<file path="config.mk">
export PLATFORM = sky130hd
export DESIGN_NAME = rr_pick
export DESIGN_NICKNAME = d
export VERILOG_FILES = /design/src/rtl/mux_arb_pkg.sv /design/src/rtl/mux_rr_arbiter_rr_pick.sv
export SDC_FILE = /design/constraint.sdc
export NUM_CORES = 1
export LEC_CHECK = 0
export ABC_CLOCK_PERIOD_IN_PS = 800
export BUFFER_PORTS_ARGS = -buffer_cell sky130_fd_sc_hd__buf_2
export CAP_MARGIN = 20
export CORE_AREA = 2 2 39 41
export DETAILED_ROUTE_END_ITERATION = 8
export DIE_AREA = 0 0 41 43
export SLEW_MARGIN = 10
export SYNTH_ARGS = -nofsm -noshare
export SYNTH_HDL_FRONTEND = slang
export SYNTH_SLANG_ARGS = --single-unit
</file>
<file path="constraint.sdc">
create_clock -name vclk -period 0.8
set_clock_uncertainty 0.05 [all_clocks]
set_input_delay 0.04 -clock vclk [all_inputs]
set_output_delay 0.04 -clock vclk [all_outputs]
set_load 0.02 [all_outputs]
</file>
<file path="src/rtl/mux_arb_pkg.sv">
// rtl/mux_arb_pkg.sv - shared constants, state type and one-hot helper for the mux round-robin arbiter
package mux_arb_pkg;

  localparam int N_REQ = 4;
  localparam int SEL_W = 2;
  localparam logic [3:0] MAX_BURST_DEF = 4'd8;

  typedef enum logic {
    IDLE  = 1'b0,
    GRANT = 1'b1
  } state_t;

  function automatic logic [N_REQ-1:0] onehot(input logic [SEL_W-1:0] idx);
    return N_REQ'(1) << idx;
  endfunction

endpackage

</file>
<file path="src/rtl/mux_rr_arbiter_rr_pick.sv">
// rtl/mux_rr_arbiter_rr_pick.sv - combinational round-robin picker, scans from ptr+1 upward with wrap
module rr_pick
  import mux_arb_pkg::*;
(
  input  logic [N_REQ-1:0] req,
  input  logic [SEL_W-1:0] ptr,
  input  logic [N_REQ-1:0] mask,
  output logic             found,
  output logic [SEL_W-1:0] idx
);

  logic [N_REQ-1:0] cand;
  logic [SEL_W-1:0] cand_idx;

  // Walk farthest-to-nearest so the nearest candidate after ptr is the last write.
  always_comb begin
    cand     = req & ~mask;
    found    = 1'b0;
    idx      = ptr;
    cand_idx = ptr;
    for (int k = N_REQ; k >= 1; k--) begin
      cand_idx = ptr + SEL_W'(k);
      if (cand[cand_idx]) begin
        found = 1'b1;
        idx   = cand_idx;
      end
    end
  end

endmodule

</file>
# Word-level counts from Yosys, hierarchy flattened
# Index checks and enable logic that the tools add are counted.
# classes
add_sub_neg,3
magnitude_cmp,4
muxes,15
bitwise_logic,2
# op_table
operator,count
$lt A2 B3 Y1 const B,4
$bmux W1 S2,4
$mux W1,8
$mux W2,3
$add A2 B2 Y2 const B,2
$and A4 B4 Y4,1
$not A4 Y4,1
$add A2 B1 Y2 const B,1
# word_totals
register_bits,0
output_inout_bits,3
wordCells,24

# Depth between registers and ports, before layout
# Gate-level depths: netlist (run 1).
# logic_depth
depth_word,8
depth_mapped,3
ltp_nobuf,3

# Least setup slack after synthesis (run 1)
# No wires, ideal clock.
# synth_timing
path_type,input -> output
from,input mask[3]
to,output idx[1]
arrival_time_ns,0.694
path_slack_ns,0.016
cell_stages,3
path_cell_list,and2b_1 o22ai_1 mux2i_1
# synth_between
elab_chain_cells,7
word_cells_on_any_way,11
cone_classes,9 x mux; 2 x bitwise
# synth_rtl
element,line,text
start: declaration,mux_rr_arbiter_rr_pick.sv:7,"input logic [N_REQ-1:0] mask,"
$not A4 Y4 *,mux_rr_arbiter_rr_pick.sv:17,cand = req & ~mask;
$and A4 B4 Y4 *,mux_rr_arbiter_rr_pick.sv:17,
$bmux W1 S2,mux_rr_arbiter_rr_pick.sv:23,if (cand[cand_idx]) begin
$mux W1 (not written as such),mux_rr_arbiter_rr_pick.sv:23,
$mux W2 (2 in a row),mux_rr_arbiter_rr_pick.sv:23,
$mux W2 *,mux_rr_arbiter_rr_pick.sv:23,
end: declaration,mux_rr_arbiter_rr_pick.sv:9,output logic [SEL_W-1:0] idx
# Every way passes the cells marked *; elsewhere a longest branch is shown, timed or not. The select of a mux whose other input is x is not followed.

# Worst setup path in the final report (run 1)
# Ends and elaborated chain as after synthesis.

==> metrics.cfg, run 1 <==
[yosys]
syn_inst=17
synth_top_family_by_area=simple AND/OR/NAND/NOR gates
synthMuxAreaShare_pct=8.51
synth_area_um2=118
synth-seq-area-share_pct=0
syn_nets=27
syn-mean-instance-area_um2=6.92
synth-simple-area-share_pct=54.3
ys_warn_count=0
synth_fa_ha_area_share_pct=0
synth_compound_area_share_pct=37.2
synth_xor_area_share_pct=0
synth_cell_types=10

[finish]
drive_gt1_share_pct=64.5
stdcell_count=47
multi_input_area_um2=143
design.seq.count=0
seq_area_um2=0
final_cell_mix=9 x buf_2, 3 x buf_4
nClkBuffers=0
fillCellCount=162
nets=43
num_antenna_cells=0
area.growth.synth_to_final_pct=118
final_common_cell=buf_2

[route]
drtIter0Drc=4
ant_nets=0
wl_um=397
vias=174
drc=0
dr.pass1.iters=2
detail_route.wl_per_cell_um=8.45
via_per_inst=3.70

[floorplanning]
top_level_ports=13
die_y_um=43
initial_core_util_pct=8.50
die_area_um2=1760
fp.dieW_um=41
fp-row-count=14
core_area_um2=1380

[grt]
antenna_found_initial=0
grt_pass1_vias=175
grt_util_all_layers_pct=5.49
grt_max_degree=6
grt_overflow=0
grt_pass1_wl_um=724

[min_path]
hold_path_depth=3
hp-class=input pin to primary output

[sta]
slew_headroom_pct=88.1
setup_violations=2
fmax_mhz=1190
rsz0062_at_grt=true
timing.final.ws_setup_ns=-0.0380
hold_viol=0
worstMarginPinSlew_ns=0.177
fin_crit_ns=0.838
slew_violations=0
fin_crit_sh_pct=105

[power]
ir_drop_mv=0.115
p_leak_nw=0.123
power_density_nw_per_um2=601

[critical_path]
worstSetupEndpointType=primary output
critical-path-max-stage-delay_ns=0.24
crit_fanout=3
cp.arrival_ns=0.75
slowest_stage=and2b_2
worst-setup-path-type=input pin to primary output
path_cells=buf_6 > and2b_2 > o22ai_2 > mux2i_1 > buf_4
crit_required_ns=0.71
cp-start-kind=input pin

[status]
violations=negative setup slack
status=finished with violations

[placed_design]
dp_slack_ns=-0.0708
place.gp.congestion=0.600
placed_cells=47
numPortBuffers=13

[clocking]
post_cts.repair.setup_buffers=0
hold_buffers=0

[flow_run]
max-cap-violations=0

Yosys cell counts:
library cell  n  share of area [%]
o211ai_1      1                6.4
nor2b_1       2                 11
mux2i_1       1                8.5
a2bb2oi_1     2                 15
nand2b_1      3                 16
nand3_1       2                8.5
nor2_1        2                6.4
a22oi_2       1                 11
o22ai_1       1                5.3
and2b_1       2                 13
repair_timing:
action,4_1_cts,5_1_grt
resized for setup,9,1
pin swaps,3,2
endpoints found under the setup margin,2,3
cloned,0,0
worst max-delay path: cells and delay by family:
family          cells  cell delay (ns)
buf+inv             2             0.25
simple gates        1             0.24
mux                 1             0.14
compound gates      1             0.07
through the flow:
step	power, mW	util (%)	hold WS [ns]	setup TNS, ns	area (µm²)
finish	0.154	18.5	0.397	-0.0701	256
global route	0.170	18.5	0.440	-0.228	256
CTS	0.153	18.3	0.392	-0.0667	253
detailed placement	0.125	15.2	0.385	-0.132	210
global placement	0.124	15.2	0.389	-0.131	210
floorplan	0.0706	-	0.181	0	118
power breakdown:
part | switching, mW | internal [mW]
Combinational | 0.0698 | 0.0843
Sequential | 0 | 0
Clock | 0 | 0
cell type report:
| cell class | instances | share of cell area (%) |
|---|---|---|
| multi-input combinational | 17 | 55.6 |
| tap | 16 | 7.80 |
| timing repair buffer | 14 | 36.6 |
metal layers:
layer	GRT usage (%)	share of wire, %	vias up
met5	0	0	-
li1	-	-	92
met2	9.69	57	5
met3	0	5.5	0
met4	0	0	0
met1	7.59	37	77
kinds of logic (layout without fill, tap and decap cells):
family	after synthesis	after routing
AO/OA/AOI/OAI	5	5
multiplexers	1	1
buffers and inverters	0	14
AND/OR/NAND/NOR	11	11
worst paths after layout:
check / start / end
min: ptr[1] / idx[1]
max: mask[3] / idx[1]
Power figures use the tool's default switching activity.
==> run 2: changes to the inputs <==
- CELL_PAD_IN_SITES_DETAIL_PLACEMENT: not set -> 1
- CELL_PAD_IN_SITES_GLOBAL_PLACEMENT: not set -> 2
- PLACE_DENSITY_LB_ADDON: not set -> 0.1
- SLEW_MARGIN: 10 -> 5
==> run 2 against run 1 <==
Effect of this change: the run still ends with negative setup slack left; first-iteration DRC count is 75% lower; global-route usage is 0.40 points lower; clock-buffer cell count stayed put; via count is 4.6% higher; hold slack worse by 0.0030 ns; sequential share of layout area stayed put; die area stayed put; power is 3.9% lower; fmax is 2.3% lower; largest power group unchanged; sequential cell count stayed put.
==> metrics.cfg, run 2 (same netlist as run 1, synthesis figures left out) <==
[route]
drtIter0Drc=1  ; -3
vias=182  ; +4.6%
dr_wl_met2_um=214  ; -6.1%
top_layer_used=met3
wl_met3_um=42  ; +91%
dr.pass1.iters=2  ; unchanged
via_per_inst=3.87  ; +4.6%
wl_um=404  ; +1.8%
drc=0  ; unchanged
ant_nets=0  ; unchanged
drt-met1-wl_um=147  ; +0.68%
detail_route.wl_per_cell_um=8.60  ; +1.8%

[grt]
grt_overflow=0  ; unchanged
grt_pass1_vias=189  ; +8.0%
grt_pass1_wl_um=690  ; -4.7%
grt_max_degree=6  ; unchanged
antenna_found_initial=0  ; unchanged
grt_util_all_layers_pct=5.09  ; -0.40 points

[floorplanning]
top_level_ports=13  ; unchanged
fp-row-count=14  ; unchanged
core_area_um2=1380  ; unchanged
die_y_um=43  ; unchanged
initial_core_util_pct=8.50  ; unchanged
fp.dieW_um=41  ; unchanged
die_area_um2=1760  ; unchanged

[sta]
fin_crit_ns=0.858  ; +0.0199 ns
timing.final.ws_setup_ns=-0.0579  ; -0.0199 ns
hold_viol=0  ; unchanged
fmax_mhz=1170  ; -2.3%
setup_violations=2  ; unchanged
fin_crit_sh_pct=107  ; +2.5 points
slew_headroom_pct=89.0  ; +0.85 points
hold_ws_ns=0.394  ; -0.00298 ns
worstMarginPinSlew_ns=0.165  ; -0.0127 ns
slew_violations=0  ; unchanged
rsz0062_at_grt=true

[critical_path]
worstSetupEndpointType=primary output
worst-setup-path-type=input pin to primary output
cp-start-kind=input pin
crit_required_ns=0.71  ; about the same
cp.arrival_ns=0.77  ; +0.02 ns
crit_fanout=2  ; -1

[finish]
seq_area_um2=0  ; unchanged
drive_gt1_share_pct=64.5  ; unchanged
final_cell_mix=9 x buf_2, 3 x buf_4
final_common_cell=buf_2
num_antenna_cells=0  ; unchanged
nClkBuffers=0  ; unchanged
postLayoutCoreUtil_pct=17.8  ; -0.72 points
nets=43  ; unchanged
area.growth.synth_to_final_pct=110
design.seq.count=0  ; unchanged

[placed_design]
numPortBuffers=13  ; unchanged
place.gp.congestion=0.616  ; +2.8%

[flow_run]
max-cap-violations=0  ; unchanged

[clocking]
post_cts.repair.setup_buffers=0  ; unchanged
hold_buffers=0  ; unchanged

[power]
ir_drop_mv=0.0918  ; -20%
power_density_nw_per_um2=601  ; about the same
p_leak_nw=0.111  ; -10%

[status]
status=finished with violations
violations=negative setup slack

[min_path]
hp-class=input pin to primary output

==> run 2: path summary, 6_finish.rpt <==
check	to	from	cells after the start
max	idx[0]	mask[3]	5
min	idx[1]	ptr[1]	3
==> run 2: metrics by stage <==
stage | area [µm²] | instances | setup WS (ns) | setup TNS, ns | power (mW)
after floorplan | 118 | 17 | 0.0159 | 0 | 0.0706
after global placement | 210 | 47 | -0.0940 | -0.179 | 0.127
after detailed placement | 210 | 47 | -0.0930 | -0.167 | 0.126
after CTS | 224 | 47 | -0.0570 | -0.112 | 0.137
after global routing | 246 | 47 | -0.0923 | -0.220 | 0.164
final | 246 | 47 | -0.0579 | -0.0796 | 0.148
==> run 2: power by group <==
part           leakage, nW  internal, mW  total (mW)  switching [mW]
logic                0.111        0.0796       0.148          0.0684
clock network            0             0           0               0
registers                0             0           0               0
total                0.111        0.0796       0.148          0.0684
==> run 2: timing repair <==
item | CTS | global route
gates resized for setup | 4 | 5
endpoints found under the setup margin | 2 | 3
gates cloned | 0 | 0
pin swaps | 2 | 1
==> run 2: per-layer routing <==
metal,global-route usage [%],vias up
li1,-,92
met1,6.96,83
met2,9.06,7
met3,0,0
met4,0,0
met5,0,-
==> run 2: final cells by class <==
type / instances / area [µm²]
Fill cell: 169 / 1140
Multi-Input combinational cell: 17 / 136
Timing Repair Buffer: 14 / 90.1
Tap cell: 16 / 20.0
==> run 2: critical path, stage by stage <==
cell and delay [ns]:
buf_6 0.09, nand2b_1 0.16, a2bb2oi_1 0.14, o211ai_1 0.17, buf_4 0.17
==> run 3: changes to the inputs <==
- PLACE_DENSITY: not set -> 0.52
- PLACE_DENSITY_LB_ADDON: 0.1 -> not set
==> run 3 against run 2 <==
Effect of this change: the flow still finishes with violations (negative setup slack); critical endpoint is now idx[1]; worst setup slack gained 0.0019 ns; design area grew 3.6%; cell count shrank 2.1%; power grew 4.7%; largest cell class unchanged; utilization grew 0.63 points; largest power group unchanged.
==> metrics.cfg, run 3 (same netlist as run 1, synthesis figures left out) <==
[sta]
fin_crit_sh_pct=107  ; -0.23 points
fin_crit_ns=0.856  ; -0.00186 ns
rsz0062_at_grt=true
timing.final.ws_setup_ns=-0.0560  ; +0.00186 ns
fmax_mhz=1170  ; +0.22%
slew_headroom_pct=87.4  ; -1.5 points
hold_viol=0  ; unchanged
setup_violations=2  ; unchanged
worstMarginPinSlew_ns=0.188  ; +0.0236 ns
slew_violations=0  ; unchanged

[floorplanning]
fp.dieW_um=41  ; unchanged
die_y_um=43  ; unchanged
fp-row-count=14  ; unchanged
core_area_um2=1380  ; unchanged
top_level_ports=13  ; unchanged
initial_core_util_pct=8.50  ; unchanged
die_area_um2=1760  ; unchanged

[critical_path]
cp.arrival_ns=0.77  ; about the same
path_cells=buf_6 > and2b_2 > o22ai_1 > mux2i_1 > buf_4
crit_fanout=3  ; +1
slowest_stage=and2b_2
worstSetupStartpoint=req[3]
worst-setup-path-type=input pin to primary output
crit_required_ns=0.71  ; about the same
worstSetupEndpointType=primary output
cp-start-kind=input pin
critical-path-max-stage-delay_ns=0.21  ; +0.04 ns

[power]
p_total_mw=0.155  ; +4.7%
ir_drop_mv=0.0975  ; +6.2%
p_leak_nw=0.119  ; +7.1%
power_density_nw_per_um2=607  ; +1.1%

[route]
via_per_inst=4.00  ; +3.3%
wl_um=448  ; +11%
drtIter0Drc=0  ; -1
drc=0  ; unchanged
ant_nets=0  ; unchanged
dr.pass1.iters=1  ; -1
vias=184  ; +1.1%
detail_route.wl_per_cell_um=9.74  ; +13%

[grt]
use_met1_pct=6.96  ; unchanged
grt_util_all_layers_pct=5.79  ; +0.70 points
grt_pass1_vias=191  ; +1.1%
gr-usage-met2_pct=11.3  ; +2.2 points
grt_max_degree=6  ; unchanged
grt_use_met3_pct=0  ; unchanged
grt_overflow=0  ; unchanged
grt_pass1_wl_um=759  ; +10%
grt_busiest_layer=met2
antenna_found_initial=0  ; unchanged

[finish]
design.seq.count=0  ; unchanged
final_common_cell=buf_2
area.growth.synth_to_final_pct=117
num_antenna_cells=0  ; unchanged
final_cell_mix=7 x buf_2, 4 x buf_6
drive_gt1_share_pct=60.0  ; -4.5 points
postLayoutCoreUtil_pct=18.4  ; +0.63 points
nets=42  ; -2.3%
nClkBuffers=0  ; unchanged
seq_area_um2=0  ; unchanged

[min_path]
hp-start=ptr[1]
hp-class=input pin to primary output
hold_path_depth=3  ; unchanged

[placed_design]
place.gp.congestion=0.515  ; -16%
numPortBuffers=13  ; unchanged

[status]
status=finished with violations
violations=negative setup slack

[clocking]
post_cts.repair.setup_buffers=0  ; unchanged
hold_buffers=0  ; unchanged

[flow_run]
max-cap-violations=0  ; unchanged

[run 3: stage by stage]
stage	setup slack (ns)	cell area [µm²]	hold slack (ns)	cells	TNS, ns
after detailed placement	-0.0708	203	0.388	46	-0.139
after global routing	-0.104	255	0.434	46	-0.230
final	-0.0560	255	0.405	46	-0.0781
after floorplan	0.0159	118	0.181	17	0
after global placement	-0.0672	203	0.389	46	-0.122
after CTS	-0.0602	249	0.405	46	-0.0920
[run 3: final timing paths]
kind,end,slack (ns)
worst max-delay path,idx[1],-0.06
worst min-delay path,idx[1],0.41
[run 3: where the power goes]
group	switching, mW	total [mW]	internal (mW)
registers	0	0	0
logic	0.0701	0.155	0.0848
clock network	0	0	0
total	0.0701	0.155	0.0848
[run 3: area by class of cell]
cell class	count	area, µm²
fillers	171	1130
multi-input cells	17	140
well taps	16	20.0
repair buffers	13	95.1
[run 3: timing repair]
action,CTS,global route
endpoints found under the setup margin,2,3
gates resized for setup,9,1
pin swaps,4,1
[run 3: critical path, delay by kind of cell]
family	cells	cell delay [ns]
buf+inv	2	0.26
mux	1	0.09
compound gates	1	0.17
simple gates	1	0.21
[run 3: per-layer routing]
metal	part of all wire [%]	up-vias	wire, µm
met5	0	-	0
met4	0	0	0
met3	9.4	0	42
met2	53	8	236
met1	38	86	170
li1	-	90	-
